**src/rtl/sort_pkg.sv**
```systemverilog
// Shared widths and FSM encoding for the in-place bubble-sort controller.
//   ADDR_W : RAM address width
//   DATA_W : RAM word width
//   N      : number of words sorted (2**ADDR_W)
//   CYC_W  : width of the cycle counter
package sort_pkg;

    localparam int unsigned ADDR_W = 6;
    localparam int unsigned DATA_W = 16;
    localparam int unsigned N      = 64;
    localparam int unsigned CYC_W  = 16;

    typedef enum logic [2:0] {
        S_IDLE,
        S_LOAD,
        S_CMP,
        S_SWAP_LO,
        S_SWAP_HI,
        S_PASS,
        S_DONE
    } state_e;

endpackage

```
**src/rtl/sort_ctrl.sv**
```systemverilog
// Bubble-sort controller sitting in front of a single-port RAM with
// asynchronous read. While idle the external port passes straight through to
// the RAM; on start all N words are sorted in place into ascending unsigned
// order and the number of working cycles is reported.
// Ports:
//   clk, rst                 : clock, asynchronous active-high reset
//   start                    : begin a sort (sampled only while idle)
//   ext_a, ext_d, ext_we     : external load/readback port (ignored while busy)
//   ext_q                    : readback data (mirrors mem_spo)
//   busy, done, cycles       : status; done holds until the next accepted start
//   mem_a, mem_d, mem_we     : RAM address / write data / write enable
//   mem_spo                  : RAM asynchronous read data
module sort_ctrl #(
    parameter int unsigned ADDR_W = sort_pkg::ADDR_W,
    parameter int unsigned DATA_W = sort_pkg::DATA_W,
    parameter int unsigned N      = sort_pkg::N
) (
    input  logic                         clk,
    input  logic                         rst,
    input  logic                         start,
    input  logic [ADDR_W-1:0]            ext_a,
    input  logic [DATA_W-1:0]            ext_d,
    input  logic                         ext_we,
    output logic [DATA_W-1:0]            ext_q,
    output logic                         busy,
    output logic                         done,
    output logic [sort_pkg::CYC_W-1:0]   cycles,
    output logic [ADDR_W-1:0]            mem_a,
    output logic [DATA_W-1:0]            mem_d,
    output logic                         mem_we,
    input  logic [DATA_W-1:0]            mem_spo
);

    import sort_pkg::*;

    state_e              state_q, state_d;
    logic [ADDR_W-1:0]   j_q, j_d;
    logic [ADDR_W-1:0]   pass_end_q, pass_end_d;
    logic [DATA_W-1:0]   r0_q, r0_d;
    logic [DATA_W-1:0]   r1_q, r1_d;
    logic                swapped_q, swapped_d;
    logic                done_q, done_d;
    logic [CYC_W-1:0]    cycles_q, cycles_d;

    logic [ADDR_W-1:0]   j_inc;
    logic                last_cmp;

    assign j_inc    = j_q + ADDR_W'(1);
    assign last_cmp = (j_inc == pass_end_q);

    // State and datapath registers
    always_ff @(posedge clk or posedge rst) begin
        if (rst) begin
            state_q    <= S_IDLE;
            j_q        <= '0;
            pass_end_q <= '0;
            r0_q       <= '0;
            r1_q       <= '0;
            swapped_q  <= 1'b0;
            done_q     <= 1'b0;
            cycles_q   <= '0;
        end else begin
            state_q    <= state_d;
            j_q        <= j_d;
            pass_end_q <= pass_end_d;
            r0_q       <= r0_d;
            r1_q       <= r1_d;
            swapped_q  <= swapped_d;
            done_q     <= done_d;
            cycles_q   <= cycles_d;
        end
    end

    // Next-state logic and RAM-side decode
    always_comb begin
        state_d    = state_q;
        j_d        = j_q;
        pass_end_d = pass_end_q;
        r0_d       = r0_q;
        r1_d       = r1_q;
        swapped_d  = swapped_q;
        done_d     = done_q;
        cycles_d   = cycles_q;
        mem_a      = ext_a;
        mem_d      = ext_d;
        mem_we     = ext_we;

        // Working states are counted; DONE is not. Saturating counter.
        if (state_q inside {S_LOAD, S_CMP, S_SWAP_LO, S_SWAP_HI, S_PASS} &&
            cycles_q != '1) begin
            cycles_d = cycles_q + CYC_W'(1);
        end

        case (state_q)
            S_IDLE: begin
                if (start) begin
                    pass_end_d = ADDR_W'(N - 1);
                    j_d        = '0;
                    swapped_d  = 1'b0;
                    cycles_d   = '0;
                    done_d     = 1'b0;
                    state_d    = S_LOAD;
                end
            end
            S_LOAD: begin
                mem_a   = j_q;
                mem_d   = r1_q;
                mem_we  = 1'b0;
                r0_d    = mem_spo;
                state_d = S_CMP;
            end
            S_CMP: begin
                mem_a  = j_inc;
                mem_d  = r1_q;
                mem_we = 1'b0;
                // r0 carries the running maximum, so only one read per compare
                if (r0_q > mem_spo) begin
                    r1_d      = mem_spo;
                    swapped_d = 1'b1;
                    state_d   = S_SWAP_LO;
                end else begin
                    r0_d = mem_spo;
                    if (last_cmp) begin
                        state_d = S_PASS;
                    end else begin
                        j_d = j_inc;
                    end
                end
            end
            S_SWAP_LO: begin
                mem_a   = j_q;
                mem_d   = r1_q;
                mem_we  = 1'b1;
                state_d = S_SWAP_HI;
            end
            S_SWAP_HI: begin
                mem_a  = j_inc;
                mem_d  = r0_q;
                mem_we = 1'b1;
                if (last_cmp) begin
                    state_d = S_PASS;
                end else begin
                    j_d     = j_inc;
                    state_d = S_CMP;
                end
            end
            S_PASS: begin
                mem_a  = j_q;
                mem_d  = r1_q;
                mem_we = 1'b0;
                if (!swapped_q || pass_end_q == ADDR_W'(1)) begin
                    state_d = S_DONE;
                end else begin
                    pass_end_d = pass_end_q - ADDR_W'(1);
                    j_d        = '0;
                    swapped_d  = 1'b0;
                    state_d    = S_LOAD;
                end
            end
            S_DONE: begin
                mem_a   = j_q;
                mem_d   = r1_q;
                mem_we  = 1'b0;
                done_d  = 1'b1;
                state_d = S_IDLE;
            end
            default: begin
                state_d = S_IDLE;
            end
        endcase
    end

    assign busy   = (state_q != S_IDLE);
    assign done   = done_q;
    assign cycles = cycles_q;
    assign ext_q  = mem_spo;

endmodule

```
**config.mk**
```make
export PLATFORM = sky130hd
export DESIGN_NAME = sort_ctrl
export DESIGN_NICKNAME = d
export VERILOG_FILES = /design/src/rtl/sort_pkg.sv /design/src/rtl/sort_ctrl.sv
export SDC_FILE = /design/constraint.sdc
export NUM_CORES = 1
export LEC_CHECK = 0
export CAP_MARGIN = 10
export CORE_MARGIN = 4
export CORE_UTILIZATION = 55
export DETAILED_ROUTE_END_ITERATION = 12
export GPL_TIMING_DRIVEN = 0
export PLACE_DENSITY = 0.84
export SLEW_MARGIN = 20
export SYNTH_ARGS = -nofsm -noshare
export SYNTH_HDL_FRONTEND = slang
export SYNTH_SLANG_ARGS = --single-unit
```
**constraint.sdc**
```tcl
create_clock -name clk -period 6.1 [get_ports clk]
set_input_delay 0.915 -clock clk [delete_from_list [all_inputs] [get_ports clk]]
set_output_delay 0.915 -clock clk [all_outputs]
set_load 0.02 [all_outputs]
```
Word-level counts from Yosys, hierarchy flattened

Cells that the tools add are included.

Register bits after elaboration: 65
Input bits: 42
Logic and storage cells: 76

Add/subtract/negate cells: 3
Order comparisons: 1
Eq/ne operators: 14
Multiplexer cells: 27
Reductions and logical operators: 23

Operators by type and width:

| cell                    | number |
|---|---|
| $mux W16                | 4 |
| $pmux W16 S2            | 2 |
| $mux W6                 | 6 |
| $pmux W6 S2             | 2 |
| $pmux W6 S4             | 1 |
| $pmux W3 S6             | 1 |
| $add A16 B1 Y16 const B | 1 |
| $gt A16 B16 Y1          | 1 |
| $ne A16 B16 Y1 const B  | 1 |
| $mux W3                 | 5 |
| $eq A3 B3 Y1 const B    | 3 |
| $reduce_and A2 Y1       | 4 |
| $reduce_and A4 Y1       | 2 |
| $reduce_or A4 Y1        | 2 |
| $add A6 B1 Y6 const B   | 1 |
| $eq A3 B2 Y1 const B    | 2 |
| $eq A6 B1 Y1 const B    | 1 |
| $eq A6 B6 Y1            | 1 |
| $ne A2 B2 Y1 const B    | 3 |
| $reduce_bool A2 Y1      | 3 |
| $reduce_bool A3 Y1      | 2 |
| $sub A6 B1 Y6 const B   | 1 |
| $reduce_bool A5 Y1      | 1 |
| $reduce_or A5 Y1        | 1 |
| other kinds (13)        | 17 |

Depth between registers and ports, before layout

Depth in word-level cells: 6
Depth in mapped cells: 10
Depth with buffers taken out: 8

Worst setup path before layout

No wires, ideal clock.

Path kind: register to output
Start point: reg state_q[2]
End point: out mem_a[5]
Arrival: 1,888 ps
Path slack: 3,297 ps
Stages on the path, launching flop included: 8
Path through: dfrtp_1 -> buf_4 -> clkbuf_1 -> buf_2 -> nor2_1 -> a31oi_1 -> o22ai_1 -> o31ai_1

Cells in the longest elaborated chain, start to end: 3
Elaborated cells on any way between the ends: 9
Those cells by class: eq/ne: 6; mux: 1; reduce/logical: 2

RTL lines:

| what                                                           | line            | RTL |
|---|---|---|
| start, declared                                                | sort_ctrl.sv:36 | `state_e state_q, state_d;` |
| start signal, assigned                                         | sort_ctrl.sv:63 | `state_q <= state_d;` |
| $eq A3 B1 Y1 (tied with other cells)                           | sort_ctrl.sv:94 | `case (state_q)` |
| $reduce_or A4 Y1 (no line) or $reduce_or A2 Y1 (tied branches) | --              |  |
| $pmux W6 S2 (*)                                                | sort_ctrl.sv:94 |  |
| end, declared                                                  | sort_ctrl.sv:28 | `output logic [ADDR_W-1:0] mem_a,` |

Every way passes the cells marked *; elsewhere a longest branch is shown, timed or not.

Final worst setup path

Start point: reg state_q[0]
End point: out mem_d[2]

Cells in the longest elaborated chain, start to end: 3
Elaborated cells on any way between the ends: 8
Those cells by class: eq/ne: 6; mux: 1; reduce/logical: 1

RTL lines:

| what                                 | line            | RTL |
|---|---|---|
| $eq A3 B1 Y1 (tied with other cells) | sort_ctrl.sv:94 |  |
| $reduce_or A5 Y1 (no line)           | --              |  |
| $pmux W16 S2 (*)                     | sort_ctrl.sv:94 |  |
| end, declared                        | sort_ctrl.sv:29 | `output logic [DATA_W-1:0] mem_d,` |

Marks and branches as above.

==> results.cfg <==
[clocking]
clk_path_buf_depth = 2
hold_buffers = 0
cts_buffers = 9
cts_num_sinks = 65
h-tree-depth = 3
cts_root_buf = clkbuf_8
cts_resized = 0
clkLatencyLatePin_ps = 360
cts_tree = yes
clk_pin_slew_ps = 80
cts_setup_buffers = 0

[place]
port_buffers = 98
finalWeightedCongestion = 0.906
place_ws_ps = 2420
dp_hpwl_mm = 11.3
dpl.cell_count = 824

[detailed_routing]
dr.first_iter.drc_count = 574
vias = 5249
routedWlPerCell_um = 18.7
drt_pass1_iterations = 6
vias_per_cell = 6.25
wl_mm = 15.7
antenna_left = 0
drc = 0

[final_layout]
diodes = 0
drive_gt1_frac = 0.108
area_delta_synth_final_pct = 26.8
final_cells = 840
fin_nets = 789

[floorplanning]
die_x_um = 104
coreArea_um2 = 8810
ioPinCount = 99
fp.dieH_um = 104
rows = 34
initial_core_util = 0.570
dieArea_um2 = 10700

[setup_path]
path_cells = buf_2 > clkinv_1 > nand2_1 > clkbuf_1 > nor2_1 > a31oi_1 > o21ai_0 > clkdlybuf4s50_1
path_class = flop to primary output
crit_required_ps = 5180
reg2reg_to = r0_q[15]
crit_slowest_cell = clkdlybuf4s50_1
worstReg2RegStart = r0_q[15]
end_kind = primary output
critPathArrivalTime_ps = 3260
cp_max_fo = 10
startpoint_type = flop
reg2regPathDepth = 8
reg2reg_slack_ps = 3560
slowest_delay_ps = 570

[logic_synthesis]
synth_top_area_share = 0.324
synth-seq-cells = 65
synth_nets = 679
yosysTopAreaCell = dfrtp_1
yosysWarningCount = 0
yosysUniqueCellTypes = 56
async_flop_share = 1.00
synth-main-ff-cell = dfrtp_1
synth.top_cells.by_count = dfrtp_1 (65), nor2_1 (65), o21ai_0 (51)
synth_edf_count = 0
netlist_instances = 617
synthTopCellsByArea = dfrtp_1 (32%), mux2_2 (5.4%), o21ai_0 (5.1%)
syn_area_um2 = 5020
synth.yosys.seq_area_share = 0.324
avgSynthCellArea_um2 = 8.14

[pwr]
fin_total_pwr_mw = 3.05
power_density_nw_per_um2 = 480
vdd_drop_max_v = 0.000303
leakage_nw = 2.59

[global_route]
grt_max_degree = 44
gr-total-overflow = 0
grt_pass1_wl_mm = 25.8
first_global_vias = 5240
antenna_found_initial = 0
grt_usage = 0.288

[worst_hold_path]
hold_start = r1_q[13]
min-delay-path-class = flop to flop
hold_depth = 1
min_to = r1_q[13]

[timing]
finalHoldViolCount = 0
rsz0062_at_grt = false
slew-limit-headroom = 0.535
min_period_ps = 4180
skew_ps = 14.5
setup_viol = 0
finalWorstSetupSlack_ps = 1920
fin_tns_setup_ps = 0
worstMarginPinSlew_ps = 696
fin_crit_sh = 0.685
fmax_ghz = 0.239
maxSlewViolCount = 0

[outcome]
status = finished clean

[job]
maxCapViolations = 0
## routing by layer
metal	track usage	wire length [um]	up-vias
li1	-	-	2424
met3	0.0591	1410	28
met1	0.388	6710	2489
met2	0.459	7310	308
met4	0.112	291	0
met5	0	0	-
## worst max-delay path by stage
| stage | startpoint | endpoint | slack [ps] | depth (start not counted) |
|---|---|---|---|---|
| after CTS | state_q[0] | mem_d[2] | 2050 | 8 |
| after global routing | state_q[0] | mem_d[3] | 1810 | 8 |
| after global placement | rst | r1_q[4] | 2310 | 2 |
| final | state_q[0] | mem_d[2] | 1920 | 8 |
| after floorplan | state_q[2] | mem_a[5] | 3300 | 7 |
| after detailed placement | state_q[0] | mem_d[2] | 2420 | 8 |
## final cells by class
type,count,area (um2)
Buffer,60,313
Clock inverter,7,77.6
Timing Repair Buffer,99,1010
Inverter,36,138
Clock buffer,9,124
Multi-Input combinational cell,456,2950
Tap cell,108,135
Fill cell,684,2440
Sequential cell,65,1630
## state kept, by name (all words and copies together) (netlist names)
register,count
r1_q,16
done,1
pass_end_q,6
cycles,16
j_q,6
state_q,3
swapped_q,1
r0_q,16
## cell families after synthesis
family	share of synthesized area
adders and majority gates	0.0538
DFF	0.324
AOI/OAI and AO/OA	0.211
xor gates and xnor gates	0.0471
muxes	0.0817
buffers and inverters	0.0892
and+or+nand+nor	0.193
## critical path, delay by kind of cell (launching register included)
family	cells	cell delay (ps)
and+or+nand+nor	2	530
AOI/OAI and AO/OA	2	310
buffers and inverters	4	1630
DFF	1	430
## placed cells by master, fill, tap and decap left out, types with 16 or more instances in the layout
| cell type | count |
|---|---|
| o21ai_0 | 51 |
| clkbuf_1 | 27 |
| mux2_2 | 24 |
| inv_1 | 34 |
| xnor2_1 | 18 |
| nor4_1 | 16 |
| dfrtp_1 | 65 |
| buf_4 | 18 |
| a21oi_1 | 39 |
| nor2_1 | 65 |
| nand3_1 | 23 |
| ha_1 | 20 |
| nand2_1 | 45 |
| clkdlybuf4s50_1 | 98 |
## per-stage QoR
stage / instance area, um2 / utilization / hold WS (ps)
floorplan: 5020 / - / 483
global placement: 6140 / 0.697 / 505
detailed placement: 6170 / 0.700 / 518
CTS: 6370 / 0.723 / 535
global route: 6370 / 0.723 / 558
finish: 6370 / 0.723 / 539
## power breakdown
part | internal, mW | switching (mW)
registers | 0.581 | 0.143
clock network | 0.192 | 0.193
logic | 0.828 | 1.12
(Power assumes the default switching activity.)
